**config.mk**
```make
export PLATFORM = sky130hd
export DESIGN_NAME = rx_eth2buf
export DESIGN_NICKNAME = d
export VERILOG_FILES = /design/src/rtl/rx_eth2buf_pkg.sv /design/src/rtl/rx_eth2buf.sv
export SDC_FILE = /design/constraint.sdc
export NUM_CORES = 1
export LEC_CHECK = 0
export CAP_MARGIN = 5
export CELL_PAD_IN_SITES_DETAIL_PLACEMENT = 1
export CELL_PAD_IN_SITES_GLOBAL_PLACEMENT = 1
export CORE_ASPECT_RATIO = 2
export CORE_MARGIN = 3
export CORE_UTILIZATION = 31
export DETAILED_ROUTE_END_ITERATION = 16
export PLACE_DENSITY = 0.8
export SYNTH_ARGS = -nofsm -noshare
export SYNTH_HDL_FRONTEND = slang
export SYNTH_SLANG_ARGS = --single-unit
```
**constraint.sdc**
```tcl
create_clock -name clk -period 6.2 [get_ports clk]
set_input_delay 1.86 -clock clk [delete_from_list [all_inputs] [get_ports clk]]
set_output_delay 1.86 -clock clk [all_outputs]
set_load 0.05 [all_outputs]
```
**src/rtl/rx_eth2buf_pkg.sv**
```systemverilog
// Shared definitions for the MAC rx -> rbuf writer: FSM states, the
// header field layout and the byte-enable popcount.
package rx_eth2buf_pkg;

    typedef enum logic [1:0] {
        S_IDLE = 2'd0,
        S_RX   = 2'd1,
        S_HDR  = 2'd2,
        S_DROP = 2'd3
    } rx_state_t;

    // Header QW: frame byte length in the low 16 bits, rest zero
    localparam int LEN_LSB = 0;
    localparam int LEN_MSB = 15;

    // Number of valid bytes in a beat (byte enables are contiguous from bit 0)
    function automatic logic [3:0] popcnt8(input logic [7:0] v);
        logic [3:0] c;
        c = '0;
        for (int i = 0; i < 8; i++)
            c = c + {3'b000, v[i]};
        return c;
    endfunction

endpackage

```
**src/rtl/rx_eth2buf.sv**
```systemverilog
// rx_eth2buf: writes MAC rx frames into the receive buffer as
// length-prefixed records (header QW + data QWs) and publishes completed
// good frames through committed_prod. Bad or overflowing frames are
// discarded by rolling wr_ptr back to the record start.
// Optional feature: define RX_DROP_CNT_EN to keep a 32-bit wrapping count
// of discarded frames; otherwise dropped_frames is tied to 0.
import rx_eth2buf_pkg::*;

module rx_eth2buf #(
    parameter int BW = 9
) (
    input  logic          clk,
    input  logic          rst,
    input  logic [63:0]   rx_data,
    input  logic [7:0]    rx_data_valid,
    input  logic          rx_good_frame,
    input  logic          rx_bad_frame,
    output logic [BW-1:0] wr_addr,
    output logic [63:0]   wr_data,
    output logic          wr_en,
    output logic [BW:0]   committed_prod,
    input  logic [BW:0]   committed_cons,
    output logic [31:0]   dropped_frames
);

    localparam logic [BW:0] DEPTH = {1'b1, {BW{1'b0}}};
    localparam logic [BW:0] ROOM  = DEPTH - (BW+1)'(2);

    rx_state_t      state, state_n;
    logic [BW:0]    wr_ptr, wr_ptr_n;
    logic [BW:0]    sof_addr, sof_addr_n;
    logic [15:0]    byte_len, byte_len_n;
    logic [BW-1:0]  wr_addr_n;
    logic [63:0]    wr_data_n;
    logic           wr_en_n;
    logic [BW:0]    prod_n;
    logic           drop_inc;

    logic           beat;
    logic [BW:0]    occ;
    logic           full;
    logic [BW:0]    ptr_p1, ptr_p2;
    logic [16:0]    len_sum;
    logic [63:0]    hdr;

    assign beat    = |rx_data_valid;
    assign occ     = wr_ptr - committed_cons;
    assign full    = (occ == DEPTH);
    assign ptr_p1  = wr_ptr + (BW+1)'(1);
    assign ptr_p2  = wr_ptr + (BW+1)'(2);
    assign len_sum = {1'b0, byte_len} + {13'd0, popcnt8(rx_data_valid)};

    // Header word built from the running length
    always_comb begin
        hdr = '0;
        hdr[LEN_MSB:LEN_LSB] = byte_len;
    end

    // Next-state, pointer bookkeeping and registered-write selection
    always_comb begin
        state_n    = state;
        wr_ptr_n   = wr_ptr;
        sof_addr_n = sof_addr;
        byte_len_n = byte_len;
        wr_en_n    = 1'b0;
        wr_addr_n  = wr_addr;
        wr_data_n  = wr_data;
        prod_n     = committed_prod;
        drop_inc   = 1'b0;
        case (state)
            S_IDLE: begin
                if (beat) begin
                    // Need room for the header plus this first data QW
                    if (occ <= ROOM) begin
                        sof_addr_n = wr_ptr;
                        wr_en_n    = 1'b1;
                        wr_addr_n  = ptr_p1[BW-1:0];
                        wr_data_n  = rx_data;
                        wr_ptr_n   = ptr_p2;
                        byte_len_n = {12'd0, popcnt8(rx_data_valid)};
                        state_n    = S_RX;
                    end else begin
                        state_n = S_DROP;
                    end
                end
            end
            S_RX: begin
                if (rx_bad_frame) begin
                    wr_ptr_n = sof_addr;
                    drop_inc = 1'b1;
                    state_n  = S_IDLE;
                end else if (rx_good_frame) begin
                    // Header lands in the same cycle the pointer is published
                    wr_en_n   = 1'b1;
                    wr_addr_n = sof_addr[BW-1:0];
                    wr_data_n = hdr;
                    prod_n    = wr_ptr;
                    state_n   = S_HDR;
                end else if (beat) begin
                    if (full) begin
                        wr_ptr_n = sof_addr;
                        state_n  = S_DROP;
                    end else begin
                        wr_en_n    = 1'b1;
                        wr_addr_n  = wr_ptr[BW-1:0];
                        wr_data_n  = rx_data;
                        wr_ptr_n   = ptr_p1;
                        byte_len_n = len_sum[16] ? 16'hFFFF : len_sum[15:0];
                    end
                end
            end
            S_HDR: begin
                // A beat here violates IFG; its frame is thrown away
                state_n = beat ? S_DROP : S_IDLE;
            end
            S_DROP: begin
                if (rx_good_frame || rx_bad_frame) begin
                    drop_inc = 1'b1;
                    state_n  = S_IDLE;
                end
            end
            default: state_n = S_IDLE;
        endcase
    end

    // State, pointers and rbuf write port registers
    always_ff @(posedge clk) begin
        if (rst) begin
            state          <= S_IDLE;
            wr_ptr         <= '0;
            sof_addr       <= '0;
            byte_len       <= '0;
            wr_en          <= 1'b0;
            wr_addr        <= '0;
            wr_data        <= '0;
            committed_prod <= '0;
        end else begin
            state          <= state_n;
            wr_ptr         <= wr_ptr_n;
            sof_addr       <= sof_addr_n;
            byte_len       <= byte_len_n;
            wr_en          <= wr_en_n;
            wr_addr        <= wr_addr_n;
            wr_data        <= wr_data_n;
            committed_prod <= prod_n;
        end
    end

`ifdef RX_DROP_CNT_EN
    logic [31:0] drop_cnt;

    // Wrapping count of bad and overflow drops
    always_ff @(posedge clk) begin
        if (rst)
            drop_cnt <= '0;
        else if (drop_inc)
            drop_cnt <= drop_cnt + 32'd1;
    end

    assign dropped_frames = drop_cnt;
`else
    logic unused_drop_inc;
    assign unused_drop_inc = drop_inc;
    assign dropped_frames  = '0;
`endif

endmodule

```
Word level (Yosys, flattened, before mapping)
Cells that the tools add are included.
{"block": "classes", "n_addsub": 11, "magnitude_cmp": 1, "eq_ne": 17, "mux": 45, "n_bitwise": 1, "reduce_logical": 10}
{"cell": "2-to-1 mux 64 bit", "count": 6}
{"cell": "one-hot mux 64 bit (2 select lines)", "count": 1}
{"cell": "2-to-1 mux 16 bit", "count": 7}
{"cell": "2-to-1 mux 10 bit", "count": 6}
{"cell": "2-to-1 mux 9 bit", "count": 6}
{"cell": "one-hot mux 16 bit (2 select lines)", "count": 1}
{"cell": "one-hot mux 10 bit (2 select lines)", "count": 1}
{"cell": "one-hot mux 9 bit (2 select lines)", "count": 1}
{"cell": "adder 16 x 4 -> 17 bit", "count": 1}
{"cell": "adder 4 x 1 -> 4 bit", "count": 4}
{"cell": "2-to-1 mux 2 bit", "count": 8}
{"cell": "!= test 2 bit, second input constant", "count": 7}
{"cell": "!= test 3 bit, second input constant", "count": 4}
{"cell": "adder 10 x 1 -> 10 bit, second input constant", "count": 1}
{"cell": "adder 10 x 2 -> 10 bit, second input constant", "count": 1}
{"cell": "== test 10 bit, second input constant", "count": 1}
{"cell": "<= comparator 10 x 9 -> 1 bit, second input constant", "count": 1}
{"cell": "subtractor 10 bit", "count": 1}
{"cell": "!= test 4 bit, second input constant", "count": 2}
{"cell": "one-hot mux 2 bit (4 select lines)", "count": 1}
{"cell": "OR reduction 8 bit", "count": 1}
{"cell": "AND reduction 7 bit", "count": 1}
{"cell": "2-to-1 mux 1 bit", "count": 6}
{"cell": "AND reduction 3 bit", "count": 2}
{"cell": "13 further kinds", "count": 14}
{"block": "word_totals", "register_bits": 122, "elab_cells": 93}

Longest topological paths before layout
Gate-level depths: netlist of the first run.
{"block": "logic_depth", "word_depth": 14, "ltp_mapped": 18, "depth_no_buf": 18}

Least setup slack after synthesis of the first run
No wires, ideal clock.
{"block": "synth_path", "path_type": "input -> register", "start": "input port rx_data_valid[0]", "end": "register byte_len[11]", "arrival_time_ns": 5.883, "required_time_ns": 6.130, "slack_ns": 0.246, "cell_stages": 17, "path_cell_list": "inv_1 > fa_1 > fa_1 > fa_1 > inv_1 > ha_1 > inv_1 > fa_1 > fa_1 > nor2b_1 > o21a_1 > o21ai_0 > nor3_1 > nor2_1 > a31oi_1 > o31ai_1 > a21oi_1"}
{"block": "synth_between", "elab_chain_len": 14, "elab_cells_between_ends": 18, "cone_classes": "add/sub: 8; eq/ne: 2; mux: 6; reduce/logical: 2"}
{"item": "start, declared", "line_no": "rx_eth2buf.sv:15", "source": "input logic [7:0] rx_data_valid,"}
{"item": "adder 1 x 1 -> 2 bit", "line_no": "rx_eth2buf_pkg.sv:21", "source": "c = c + {3'b000, v[i]};"}
{"item": "adder 2 x 1 -> 3 bit", "line_no": "rx_eth2buf_pkg.sv:21"}
{"item": "adder 3 x 1 -> 4 bit", "line_no": "rx_eth2buf_pkg.sv:21"}
{"item": "adder 4 x 1 -> 4 bit (4 in a row)", "line_no": "rx_eth2buf_pkg.sv:21"}
{"item": "adder 16 x 4 -> 17 bit", "line_no": "rx_eth2buf.sv:51", "source": "assign len_sum = {1'b0, byte_len} + {13'd0, popcnt8(rx_data_valid)};"}
{"item": "2-to-1 mux 16 bit", "line_no": "rx_eth2buf.sv:108", "source": "byte_len_n = len_sum[16] ? 16'hFFFF : len_sum[15:0];"}
{"item": "2-to-1 mux 16 bit", "line_no": "rx_eth2buf.sv:100", "source": "if (full) begin"}
{"item": "2-to-1 mux 16 bit", "line_no": "rx_eth2buf.sv:99", "source": "end else if (beat) begin"}
{"item": "2-to-1 mux 16 bit", "line_no": "rx_eth2buf.sv:92", "source": "end else if (rx_good_frame) begin"}
{"item": "2-to-1 mux 16 bit", "line_no": "rx_eth2buf.sv:88", "source": "if (rx_bad_frame) begin"}
{"item": "one-hot mux 16 bit (2 select lines)", "line_no": "rx_eth2buf.sv:70", "source": "case (state)"}
{"item": "end signal, assigned", "line_no": "rx_eth2buf.sv:141", "source": "byte_len <= byte_len_n;"}
{"item": "end, declared", "line_no": "rx_eth2buf.sv:32", "source": "logic [15:0] byte_len, byte_len_n;"}
Parallel ways exist; a longest one is shown, timed or not. The select of a mux whose other input is x is not followed.
A chain may end at the register's enable or synchronous reset.

Worst setup path in the final report of the first run
{"block": "layout_path", "start": "input port rx_data_valid[0]", "end": "register byte_len[1]"}
Same word-level chain as after synthesis.

==> results of run 1 <==
## cell usage after synthesis (all sizes together) (19+ instances only)
master / n / area, um2
buf: 53 / 383
nor2: 58 / 220
o21ai: 36 / 188
nor3: 23 / 120
nand3: 37 / 185
clkbuf: 44 / 166
dfxtp: 122 / 2440
a21oi: 63 / 338
nand2: 73 / 274
inv: 35 / 131
ha: 19 / 238
a22o: 38 / 333
## cell families (layout without fill, tap and decap cells)
group                    Yosys count  in the layout  share of synthesized area [%]
AND/OR/NAND/NOR                  261            261                           18.6
AO/OA/AOI/OAI                    240            240                           26.0
buffers and inverters            133            267                           10.1
flip-flops                       122            122                           36.0
adder cells (fa/ha/maj)           25             25                           5.27
multiplexers                      16             16                           2.36
XOR/XNOR                          13             13                           1.68
other                              1             32                         0.0552
## timing repair
item                       in CTS  in global routing
setup endpoints to repair       9                  9
gates resized for setup         2                  5
hold buffers                    0                  0
## where the power goes
part | internal, mW | switching [mW] | total [mW]
Clock | 0.533 | 0.400 | 0.933
Sequential | 0.903 | 0.107 | 1.01
Combinational | 0.489 | 0.891 | 1.38
## final cells by class
| type | instances | share of cell area (%) |
|---|---|---|
| multi-input cells | 587 | 41.5 |
| inverters | 36 | 1.47 |
| clock buffers | 19 | 4.92 |
| clock inverters | 13 | 1.03 |
| repair buffers | 199 | 20.8 |
| well taps | 273 | 3.71 |
| flip-flops and latches | 122 | 26.5 |
## sequential cells by signal, indices dropped and copies added (netlist names)
| signal | flops |
|---|---|
| sof_addr | 10 |
| committed_prod | 10 |
| wr_data | 64 |
| state | 2 |
| wr_addr | 9 |
| byte_len | 16 |
| wr_ptr | 10 |
| wr_en | 1 |
## worst min-delay path by stage
stage	start	end	slack [ps]	cells past startpoint
global placement	wr_addr[2]$_SDFFE_PP0P_	wr_addr[2]$_SDFFE_PP0P_	440	2
detailed placement	wr_addr[1]$_SDFFE_PP0P_	wr_addr[1]$_SDFFE_PP0P_	450	2
floorplan	byte_len[2]$_SDFFE_PP0P_	byte_len[2]$_SDFFE_PP0P_	450	2
global route	wr_addr[3]$_SDFFE_PP0P_	wr_addr[3]$_SDFFE_PP0P_	470	2
CTS	wr_addr[1]$_SDFFE_PP0P_	wr_addr[1]$_SDFFE_PP0P_	460	2
finish	wr_addr[1]$_SDFFE_PP0P_	wr_addr[1]$_SDFFE_PP0P_	450	2
## tightest hold or removal path: stages (launching register included)
cell	delay (ps)
dfxtp_1	310
nand2_1	50
o21ai_1	50
## metal layers
metal  up-vias  GRT usage (%)  wire length [um]
li1       3218              -                 -
met2       179           39.4             13800
met1      3363           21.1              9050
met5         -              0                 0
met4         0           8.22               671
met3        44           3.55               819
## metrics by stage
step | instance area (um2) | instances | util [%] | setup TNS [ps]
3_3_place_gp | 8620 | 1217 | 39.9 | -3750
6_report | 9200 | 1249 | 42.6 | 0
5_1_grt | 9200 | 1249 | 42.6 | -2.44
2_1_floorplan | 6910 | 842 | - | 0
4_1_cts | 9180 | 1249 | 42.5 | 0
3_5_place_dp | 8620 | 1217 | 39.9 | -6010
==> summary.md, run 1 <==
| Metric | Value |
|---|---|
| Status | `completed` |
| Synth Warn # | `0` |
| Worst EP arrival | `between 6000 and 7000 ps` |
| Synth Cell Area | `between 6000 and 7000 um2` |
| TritonCTS clock tree | `yes` |
| Crit Path Max Fanout | `7` |
| Seq/Total Area, Yosys | `a little over a third` |
| Final WS setup | `167 ps` |
| Avg WL per Cell | `around 20 um` |
| Commonest non-fill, non-tap cells in the layout | `clkdlybuf4s50_1, dfxtp_1, nand2_1` |
| Count of cell types in the netlist | `68` |
| Post-placement worst setup slack | `-501 ps` |
| Htree depth | `4` |
| First-pass GRT wire length | `38900 um` |
| CTS root buf | `clkbuf_16` |
| CP delay by family, top | `adder cells` |
| Grt total ovfl | `0` |
| Crit path capture type | `flop` |
| IO Port Bufs | `169` |
| Gpl congestion | `~0.84` |
| #FFs+latches synth | `approximately 120` |
| Cells after Synth | `811` |
| VDD IR max | `199 uV` |
| Lkg Pwr | `3.51 nW` |
| CP Depth | `17` |
| Clk_lat worst skew | `about 430 ps` |
| Vias per cell | `between 5 and 6` |
| Origin of the critical flop-to-flop path | `wr_ptr[0]$_SDFFE_PP0P_` |
| Initial Utilization | `a little under a third` |
| DRT iter0 DRCs | `between 200 and 250` |
| Area growth syn-to-layout | `35.5%` |
| Post-CTS Setup Inserts | `0` |
| Antenna Cells | `0` |
| GR Util All Layers | `20.3%` |
| Min-Delay Path Class | `flop to flop` |
| Residual DRC count | `0` |
| # clock sinks | `around 120` |
| Slowest cell on the critical path | `fa_1` |
| Register area | `approximately 2400 um2` |
| Achievable Freq | `0.166 GHz` |
| Final wirelength | `24400 um` |
| Clock buffer depth | `2` |
| Nets@finish | `about 1100` |
| Clock Skews | `about 9.0 ps` |
| Vias in the first global route | `7064` |
| Crit path launch | `rx_data_valid[0]` |
| Final setup vio count | `0` |
| Die Ht | `between 200 and 250 um` |
| Chip width | `between 100 and 150 um` |
| Post-synth EDFFs | `0` |
| # fillers | `about 2600` |
| HPWL Detailed | `17600 um` |
| Drt pass-1 iters | `4` |
| Tightest Pin Transition | `between 1000 and 1500 ps` |
| Worst reg2reg path endpoint | `wr_data[1]$_SDFFE_PP0P_` |
| Path type of the worst setup path | `input pin to flop` |
| Power Density | `~360 nW/um2` |
| Fin Hold WS | `453 ps` |
| Area occupied by multi-input gates | `3820 um2` |
| Ports | `202` |
| Worst R2R Path Depth | `12` |
| Initial antenna violation count | `0` |
| Post-layout min period | `slightly above 6000 ps` |
| Most common cell after layout, fill and taps aside | `clkdlybuf4s50_1` |
| R2r setup slk | `around 2100 ps` |
| Share of layout cells above drive strength 1 | `~9.8%` |
| Final hold vios | `0` |
| CP startpoint kind | `input pin` |
| Worst path cell trace | `clkdlybuf4s50_1 -> inv_1 -> fa_1 -> fa_1 -> fa_1 -> inv_1 -> ha_1 -> inv_1 -> fa_1 -> fa_2 -> nor2b_1 -> o21a_1 -> o21ai_2 -> or3_4 -> a311oi_2 -> nand3_1 -> o31ai_1` |
| Row count | `between 70 and 80` |
| Final Cycle Share | `between 90% and 100%` |
| Crit path capture | `byte_len[1]$_SDFFE_PP0P_` |
| Final Max Tran Viols | `0` |
| Relative slew slack | `a little under a third` |
| Vias | `a little under 7000` |
| Clock slew at reported path FFs | `60 ps` |
| Worst path max stage delay | `550 ps` |
| Max-cap violations | `0` |
| Area of the core | `around 22000 um2` |
| Syn avg cell area | `~8.4 um2` |
| Final ANT Viol Nets | `0` |
| Pwr Total | `~3.3 mW` |
| Bufs and invs on worst path | `4` |
| Die area | `approximately 24000 um2` |
| Required time worst endpoint | `~6500 ps` |
| Cell mode on critical path | `fa_1` |
| Top_reg_cell synth | `dfxtp_1` |
| Post-synth ARST share | `0%` |
| Pin count of the biggest net entering global routing | `50` |
| CTS Buf Count | `17` |
Note: power is estimated with default switching activity, not from simulation.
==> inputs of run 2 (changes only) <==
- CORE_MARGIN: 3 -> 4
==> run 2 against run 1 <==
Compared with the run above: register-to-register slack improved by 20 ps; die area increased by 2.8%; sequential power is essentially flat; first-iteration DRC count increased by 41%; critical path depth unchanged; non-clock buffer count decreased by 2; global-route usage is 0.13 points lower.
==> summary.md, run 2 (synthesized netlist as in run 1, its figures left out) <==
| Metric | Value |
|---|---|
| Residual DRC count | `0 (unchanged)` |
| Final ANT Viol Nets | `0 (unchanged)` |
| Fin util | `42.6% (about the same)` |
| Required time worst endpoint | `6520 ps (was 6540 ps)` |
| Relative slew slack | `33.6% (was 30.9%)` |
| Commonest non-fill, non-tap cells in the layout | `clkdlybuf4s50_1, dfxtp_1, nand2_1 (unchanged)` |
| Gpl congestion | `0.865 (was 0.841)` |
| Drt pass-1 iters | `4 (unchanged)` |
| NetSw | `1.39 mW (was 1.40 mW)` |
| Biggest regs | `wr_data x64, byte_len x16 (unchanged)` |
| Power share of the clock group | `29.4% (was 28.1%)` |
| Fin Hold WS | `452 ps (was 453 ps)` |
| Min-Delay Path Class | `flop to flop (unchanged)` |
| Clock slew at reported path FFs | `50 ps (was 60 ps)` |
| Post-layout min period | `6000 ps (was 6030 ps)` |
| Cell mode on critical path | `fa_1 (unchanged)` |
| DRT iter0 DRCs | `341 (was 242)` |
| Worst path max stage delay | `550 ps (about the same)` |
| Initial Utilization | `31.5% (unchanged)` |
| Initial antenna violation count | `0 (unchanged)` |
| GR Util All Layers | `20.2% (was 20.3%)` |
| CP startpoint kind | `input pin (unchanged)` |
| Share of layout cells above drive strength 1 | `9.25% (was 9.84%)` |
| First-pass GRT wire length | `39200 um (was 38900 um)` |
| RSZ-0062 raised after global routing | `no` |
| Final Cycle Share | `96.8% (was 97.3%)` |
| Slowest cell on the critical path | `fa_1 (unchanged)` |
| Antenna Cells | `0 (unchanged)` |
| Cells after DPL | `1215 (was 1217)` |
| Die area | `24500 um2 (was 23800 um2)` |
| Grt total ovfl | `0 (unchanged)` |
| IO Port Bufs | `169 (unchanged)` |
| TritonCTS clock tree | `yes (unchanged)` |
| Clk_lat worst skew | `430 ps (about the same)` |
| Vias per cell | `5.47 (was 5.45)` |
| Biggest register | `wr_data (unchanged)` |
| Status | `completed (unchanged)` |
| HPWL Detailed | `17900 um (was 17600 um)` |
| Avg WL per Cell | `20.0 um (was 19.5 um)` |
| Cell-internal power | `2.00 mW (was 1.93 mW)` |
| Logic pwr share | `40.9% (was 41.5%)` |
| Clock buffer depth | `2 (unchanged)` |
| Path type of the worst setup path | `input pin to flop (unchanged)` |
| Pin count of the biggest net entering global routing | `83 (was 50)` |
| Final hold vios | `0 (unchanged)` |
| Most common cell after layout, fill and taps aside | `clkdlybuf4s50_1 (unchanged)` |
| CTS Buf Count | `17 (unchanged)` |
| # clock sinks | `122 (unchanged)` |
| CTS root buf | `clkbuf_16 (unchanged)` |
| VDD IR max | `181 uV (was 199 uV)` |
| Row count | `76 (unchanged)` |
| Power Density | `369 nW/um2 (was 361 nW/um2)` |
| Die Ht | `217 um (was 215 um)` |
| Worst EP arrival | `6330 ps (was 6380 ps)` |
| Layout Cells excl Fill | `1246 (was 1249)` |
| Area growth syn-to-layout | `35.5% (about the same)` |
| Ports | `202 (unchanged)` |
| Max reg flops | `64 (unchanged)` |
| Max-cap violations | `0 (unchanged)` |
| Lkg Pwr | `3.50 nW (was 3.51 nW)` |
| Vias | `6817 (was 6804)` |
| Area of the core | `21600 um2 (unchanged)` |
| Clock Skews | `10.4 ps (was 8.95 ps)` |
| Final wirelength | `25000 um (was 24400 um)` |
| Nets@finish | `1072 (was 1074)` |
| Chip width | `113 um (was 111 um)` |
| Final Max Tran Viols | `0 (unchanged)` |
| Sequential power share | `29.7% (was 30.4%)` |
| Tightest Pin Transition | `996 ps (was 1040 ps)` |
| Switching Fraction | `41.0% (was 42.1%)` |
| Post-CTS Setup Inserts | `0 (unchanged)` |
| Worst path cell trace | `clkdlybuf4s50_1 -> inv_1 -> fa_1 -> fa_1 -> fa_1 -> inv_1 -> ha_1 -> inv_1 -> fa_1 -> fa_2 -> nor2b_1 -> o21a_1 -> o21ai_2 -> or3_4 -> o21ai_0 -> a31oi_1 -> a211oi_1 (was clkdlybuf4s50_1 -> inv_1 -> fa_1 -> fa_1 -> fa_1 -> inv_1 -> ha_1 -> inv_1 -> fa_1 -> fa_2 -> nor2b_1 -> o21a_1 -> o21ai_2 -> or3_4 -> a311oi_2 -> nand3_1 -> o31ai_1)` |
| Bufs and invs on worst path | `4 (unchanged)` |
| Htree depth | `4 (unchanged)` |
| Crit Path Max Fanout | `7 (unchanged)` |
| Pwr Total | `3.39 mW (was 3.32 mW)` |
| Vias in the first global route | `7235 (was 7064)` |
| Crit path capture type | `flop (unchanged)` |
| CP delay by family, top | `adder cells (unchanged)` |
| Final setup vio count | `0 (unchanged)` |
| Achievable Freq | `0.167 GHz (was 0.166 GHz)` |
| # fillers | `2534 (was 2550)` |
-- run 2: final timing paths --
check	slack [ps]	cells past startpoint	start	endpoint
hold reg to reg	450	2	committed_prod[7]$_SDFFE_PP0P_	committed_prod[7]$_SDFFE_PP0P_
setup / recovery	200	17	rx_data_valid[0]	byte_len[5]$_SDFFE_PP0P_
setup reg to reg	2110	12	wr_ptr[0]$_SDFFE_PP0P_	wr_data[62]$_SDFFE_PP0P_
hold / removal	450	2	committed_prod[7]$_SDFFE_PP0P_	committed_prod[7]$_SDFFE_PP0P_
-- run 2: power by group through the flow --
stage	Clock [mW]	Combinational, mW	Sequential, mW
after CTS	1.01	1.39	1.01
after floorplan	0	0.653	1.30
final	0.996	1.39	1.01
after detailed placement	0	1.38	1.02
after global placement	0	1.36	1.02
after global routing	1.04	1.48	1.03
-- run 2: final cells by class --
type	instances	area [um2]	share of cell area, %
multi-input cells	587	3810	41.4
flip-flops and latches	122	2440	26.5
repair buffers	197	1900	20.6
clock buffers	20	457	4.96
well taps	273	342	3.71
inverters	36	135	1.47
clock inverters	11	121	1.32
-- run 2: tightest hold or removal path: stages, from the launching register on --
cell,delay (ps)
dfxtp_1,300
nand2_1,50
a21oi_1,50
-- run 2: stage by stage --
| step | instance area (um2) | setup slack, ps | setup TNS [ps] |
|---|---|---|---|
| after global routing | 9200 | 14.2 | 0 |
| after global placement | 8610 | -417 | -4230 |
| final | 9200 | 199 | 0 |
| after detailed placement | 8610 | -468 | -4710 |
| after CTS | 9190 | 36.3 | 0 |
| after floorplan | 6910 | 246 | 0 |
-- run 2: what timing repair did --
action,CTS,global route
hold buffers,0,0
pin swaps,0,1
endpoints found under the setup margin,2,16
gates resized for setup,1,4
-- run 2: layer usage --
metal,share of wire (%),track usage [%],vias to the layer above
met5,0,0,-
met4,3.1,8.74,0
met3,3.6,3.39,48
met2,57,38.6,181
met1,37,21.2,3381
li1,-,-,3207
==> RTL change 1 (config.mk and constraints of run 2) <==
Register the inputs `rx_data`, `rx_data_valid`, `rx_good_frame`, `rx_bad_frame` and `committed_cons` before use, cleared by the reset. The logic sees them one clock later.
--- a/src/rtl/rx_eth2buf.sv
+++ b/src/rtl/rx_eth2buf.sv
@@ -27,4 +27,26 @@
     localparam logic [BW:0] ROOM  = DEPTH - (BW+1)'(2);
 
+    logic [63:0] rx_data_q;
+    logic [7:0] rx_data_valid_q;
+    logic rx_good_frame_q;
+    logic rx_bad_frame_q;
+    logic [BW:0] committed_cons_q;
+
+    always_ff @(posedge clk) begin
+        if (rst) begin
+            rx_data_q        <= '0;
+            rx_data_valid_q  <= '0;
+            rx_good_frame_q  <= '0;
+            rx_bad_frame_q   <= '0;
+            committed_cons_q <= '0;
+        end else begin
+            rx_data_q        <= rx_data;
+            rx_data_valid_q  <= rx_data_valid;
+            rx_good_frame_q  <= rx_good_frame;
+            rx_bad_frame_q   <= rx_bad_frame;
+            committed_cons_q <= committed_cons;
+        end
+    end
+
     rx_state_t      state, state_n;
     logic [BW:0]    wr_ptr, wr_ptr_n;
@@ -44,10 +66,10 @@
     logic [63:0]    hdr;
 
-    assign beat    = |rx_data_valid;
-    assign occ     = wr_ptr - committed_cons;
+    assign beat    = |rx_data_valid_q;
+    assign occ     = wr_ptr - committed_cons_q;
     assign full    = (occ == DEPTH);
     assign ptr_p1  = wr_ptr + (BW+1)'(1);
     assign ptr_p2  = wr_ptr + (BW+1)'(2);
-    assign len_sum = {1'b0, byte_len} + {13'd0, popcnt8(rx_data_valid)};
+    assign len_sum = {1'b0, byte_len} + {13'd0, popcnt8(rx_data_valid_q)};
 
     // Header word built from the running length
@@ -76,7 +98,7 @@
                         wr_en_n    = 1'b1;
                         wr_addr_n  = ptr_p1[BW-1:0];
-                        wr_data_n  = rx_data;
+                        wr_data_n  = rx_data_q;
                         wr_ptr_n   = ptr_p2;
-                        byte_len_n = {12'd0, popcnt8(rx_data_valid)};
+                        byte_len_n = {12'd0, popcnt8(rx_data_valid_q)};
                         state_n    = S_RX;
                     end else begin
@@ -86,9 +108,9 @@
             end
             S_RX: begin
-                if (rx_bad_frame) begin
+                if (rx_bad_frame_q) begin
                     wr_ptr_n = sof_addr;
                     drop_inc = 1'b1;
                     state_n  = S_IDLE;
-                end else if (rx_good_frame) begin
+                end else if (rx_good_frame_q) begin
                     // Header lands in the same cycle the pointer is published
                     wr_en_n   = 1'b1;
@@ -104,5 +126,5 @@
                         wr_en_n    = 1'b1;
                         wr_addr_n  = wr_ptr[BW-1:0];
-                        wr_data_n  = rx_data;
+                        wr_data_n  = rx_data_q;
                         wr_ptr_n   = ptr_p1;
                         byte_len_n = len_sum[16] ? 16'hFFFF : len_sum[15:0];
@@ -115,5 +137,5 @@
             end
             S_DROP: begin
-                if (rx_good_frame || rx_bad_frame) begin
+                if (rx_good_frame_q || rx_bad_frame_q) begin
                     drop_inc = 1'b1;
                     state_n  = S_IDLE;
Formal check against the unedited RTL: not equivalent (a bounded check fails within 4 cycles, from zero or initial values and one cycle with rst high).
==> RTL change 1 against run 2 <==
- cell count grew 23%
- power grew 21%
- final area grew 25%
- routed wire length grew 8.3%
- worst setup slack gained 0.95 ns
- sequential power grew 50%
- sequential cell count grew 84
- synthesized area grew 30%
- critical path type is now reg -> reg
- largest cell class unchanged
==> RTL change 1: results (changes against run 2) <==
clk_lat worst skew=0.52 ns (+0.09 ns); hold slack=0.4525 ns (+0.0007780 ns); internal power=0.002737 W (+37%); DR iter-0 viols=330 (-3.2%); DP HPWL=18,850 microns (+5.1%); H-tree level count=1 (-3); skew final=0.01448 ns (+0.004082 ns); P_leak=4.172 nW (+19%); clock network fraction of total power=0.359 (+0.065); Synth top cells by count=dfxtp_1, nand2_1, a21oi_1; Overall Global Routing Usage=0.1669 (-0.03503); Reg2Reg Setup Slack=1.15 ns (-0.96 ns); post-CTS sizing=0 (-1); IR Drop Worst-Case VDD=0.0002686 V (+48%); sequential-to-total area share from yosys stat=0.4667 (+0.1071); Synth cell types=56 (-18%); Slowest cell on crit path=fa_1; Hold Path Class=reg -> reg; Placer Congestion=0.8395 (-3.0%); synth top area cells=dfxtp_1, nor2b_1, a21oi_1; total CTS buffers=21 (+4); worst-path fanout max=11 (+4); CTS root buffer=clkbuf_16; Worst-path clk slew=0.07 ns (+0.02 ns); clk buf depth=3 (+1); vias=7,743 (+14%); fill cell count=3,291 (+30%); status=finished clean; layout cells sized above 1=0.05697 (-0.03552); vias in the first global route=8,378 (+16%); Avg WL per Cell=17.65 microns (-12%); nets=1,273 (+19%); critical path's top delay family=adder cells; top flop regs=rx_data_q: 64 flops, wr_data: 64 flops, byte_len: 16 flops; Psw=0.001369 W (-1.6%); Worst EP arrival=5.47 ns (-0.86 ns); Worst R2R Path Depth=17 (+5); sequential share of power=0.369 (+0.072); largest net degree at the start of global routing=119 (+43%); first-pass GRT wire length=42,540 microns (+8.7%)
[RTL change 1: stage by stage]
step,std cells,utilization,area (sq um),worst slack (ns)
2_1_floorplan,1065,-,8952,1.654
3_3_place_gp,1495,0.3792,10690,1.370
3_5_place_dp,1495,0.3792,10690,1.184
4_1_cts,1532,0.4075,11490,1.153
5_1_grt,1532,0.4075,11490,0.7905
6_report,1533,0.4076,11490,1.148
[RTL change 1: area by class of cell]
cell class / instances / area share
Clock buffer: 27 / 0.05118
Clock inverter: 10 / 0.01829
Inverter: 33 / 0.01078
Sequential cell: 206 / 0.3589
Multi-Input combinational cell: 720 / 0.3663
Antenna cell: 1 / 0.0002178
Timing Repair Buffer: 180 / 0.1556
Tap cell: 356 / 0.03876
[RTL change 1: layer usage]
layer | track usage | part of all wire | vias up
met2 | 0.3376 | 0.57 | 182
met3 | 0.02940 | 0.047 | 47
met1 | 0.1620 | 0.35 | 3797
li1 | - | - | 3717
met5 | 0 | 0 | -
met4 | 0.06443 | 0.032 | 0
[RTL change 1: final timing paths]
kind | start | end
worst min register to register | wr_data[40] | wr_data[40]
worst min-delay path | wr_data[40] | wr_data[40]
worst max register to register | rx_data_valid_q[0] | byte_len[13]
worst max-delay path | rx_data_valid_q[0] | byte_len[13]
[RTL change 1: logic make-up (layout without fill, tap and decap cells)]
logic type                 after synthesis  in the layout  synth area share
AOI/OAI and AO/OA                      216            216            0.1556
xor gates and xnor gates                11             11           0.01090
adders and majority gates               25             25           0.04050
buffers and inverters                  139            250           0.07477
DFF                                    206            206            0.4667
muxes                                   16             16           0.01841
other                                    1             33         0.0004244
and+or+nand+nor                        420            420            0.2327
==> RTL change 2 (config.mk and constraints of run 2) <==
Made on the original files. Build with the macro `RX_DROP_CNT_EN` defined.
--- a/src/rtl/rx_eth2buf.sv
+++ b/src/rtl/rx_eth2buf.sv
@@ -5,4 +5,6 @@
 // Optional feature: define RX_DROP_CNT_EN to keep a 32-bit wrapping count
 // of discarded frames; otherwise dropped_frames is tied to 0.
+`define RX_DROP_CNT_EN
+
 import rx_eth2buf_pkg::*;
 
Check against the original RTL: not equivalent (a bounded check fails within 4 cycles, from zero or initial values and one cycle with rst high).
==> RTL change 2 against run 2 <==
- sequential share of layout area is 0.21 points higher
- synthesized area is 24% higher
- final area is 25% higher
- critical path type unchanged
- routed wire length rose by 21%
- combinational power shrank 39%
- first-iteration DRC count is 1.2% lower
- maximum frequency unchanged
- power down 12%
- sequential cell count increased by 32
- sequential power grew 9%
- worst setup slack barely moved
- via count up 24%
- synthesized cell count grew 27%
==> RTL change 2: results (changes against run 2) <==
status=finished clean; fill cell count=3,221 (+27%); DRT Wirelength=30,190 microns (+21%); synth top area cells=dfxtp_1, mux2i_1, nand2_1; Post-Place Setup Slack=-0.4882 ns (-0.02045 ns); met2 wire length=16,740 microns (+18%); skew final=0.009641 ns (-0.0007556 ns); met3 usage=0.04873 (+0.01478); Synth cell types=71 (+4.4%); compound-cell area share of the yosys netlist=0.1649 (-0.09473); sequential-to-total area share from yosys stat=0.3669 (+0.007323); multiplexer share of the synthesized area=0.1053 (+0.08171); Synth top cells by count=nand2_1, dfxtp_1, mux2i_1; DP HPWL=22,670 microns (+26%); vias=8,474 (+24%); Worst EP arrival=6.29 ns (-0.04 ns); GRT met1 Usage=0.1824 (-0.02948); nets=1,332 (+24%); clk_lat worst skew=0.45 ns (+0.02 ns); Hold Crit Start=committed_prod[5]; Overall Global Routing Usage=0.1966 (-0.005354); DP Area=10,900 sq um (+27%); post-placement cell count=1,549 (+27%); DR iter-0 viols=337 (-1.2%); first-pass GRT wire length=47,150 microns (+20%); P_leak=4.284 nW (+22%); IR Drop Worst-Case VDD=0.0002244 V (+24%); vias in the first global route=8,957 (+24%); Port Buf Inserts=201 (+19%); layout cells sized above 1=0.09246 (about the same); largest net degree at the start of global routing=78 (-6.0%); Synth Area in Adders=0.04408 (-0.008609); XOR/XNOR Fraction of Synth Area=0.03961 (+0.02285); Metal-1 WL=9949 microns (+8.8%); initial antenna violation count=1 (+1)
RTL change 2: final cells by class:
cell class | instances | share of cell area
clock inverters | 11 | 0.009443
flip-flops and latches | 154 | 0.2674
well taps | 348 | 0.03777
diodes | 1 | 0.0002171
clock buffers | 21 | 0.04081
multi-input cells | 765 | 0.4266
repair buffers | 240 | 0.2038
inverters | 42 | 0.01389
RTL change 2: power by group:
group	total, W	switching, W	internal (W)	leakage (nW)
logic	0.000845	0.000513	0.000332	2.76
clock network	0.00105	0.000457	0.000589	0.273
registers	0.00110	0.0000503	0.00105	1.25
RTL change 2: timing repair:
item	4_1_cts	5_1_grt
setup endpoints to repair	0	16
setup buffers	0	0
gates resized for setup	0	12
RTL change 2: final timing paths:
check	cells after the start	endpoint	slack [ns]
worst max-delay path	20	byte_len[6]	0.20
worst min-delay path	2	committed_prod[5]	0.46
worst max register to register	12	byte_len[14]	1.81
worst min register to register	2	committed_prod[5]	0.46
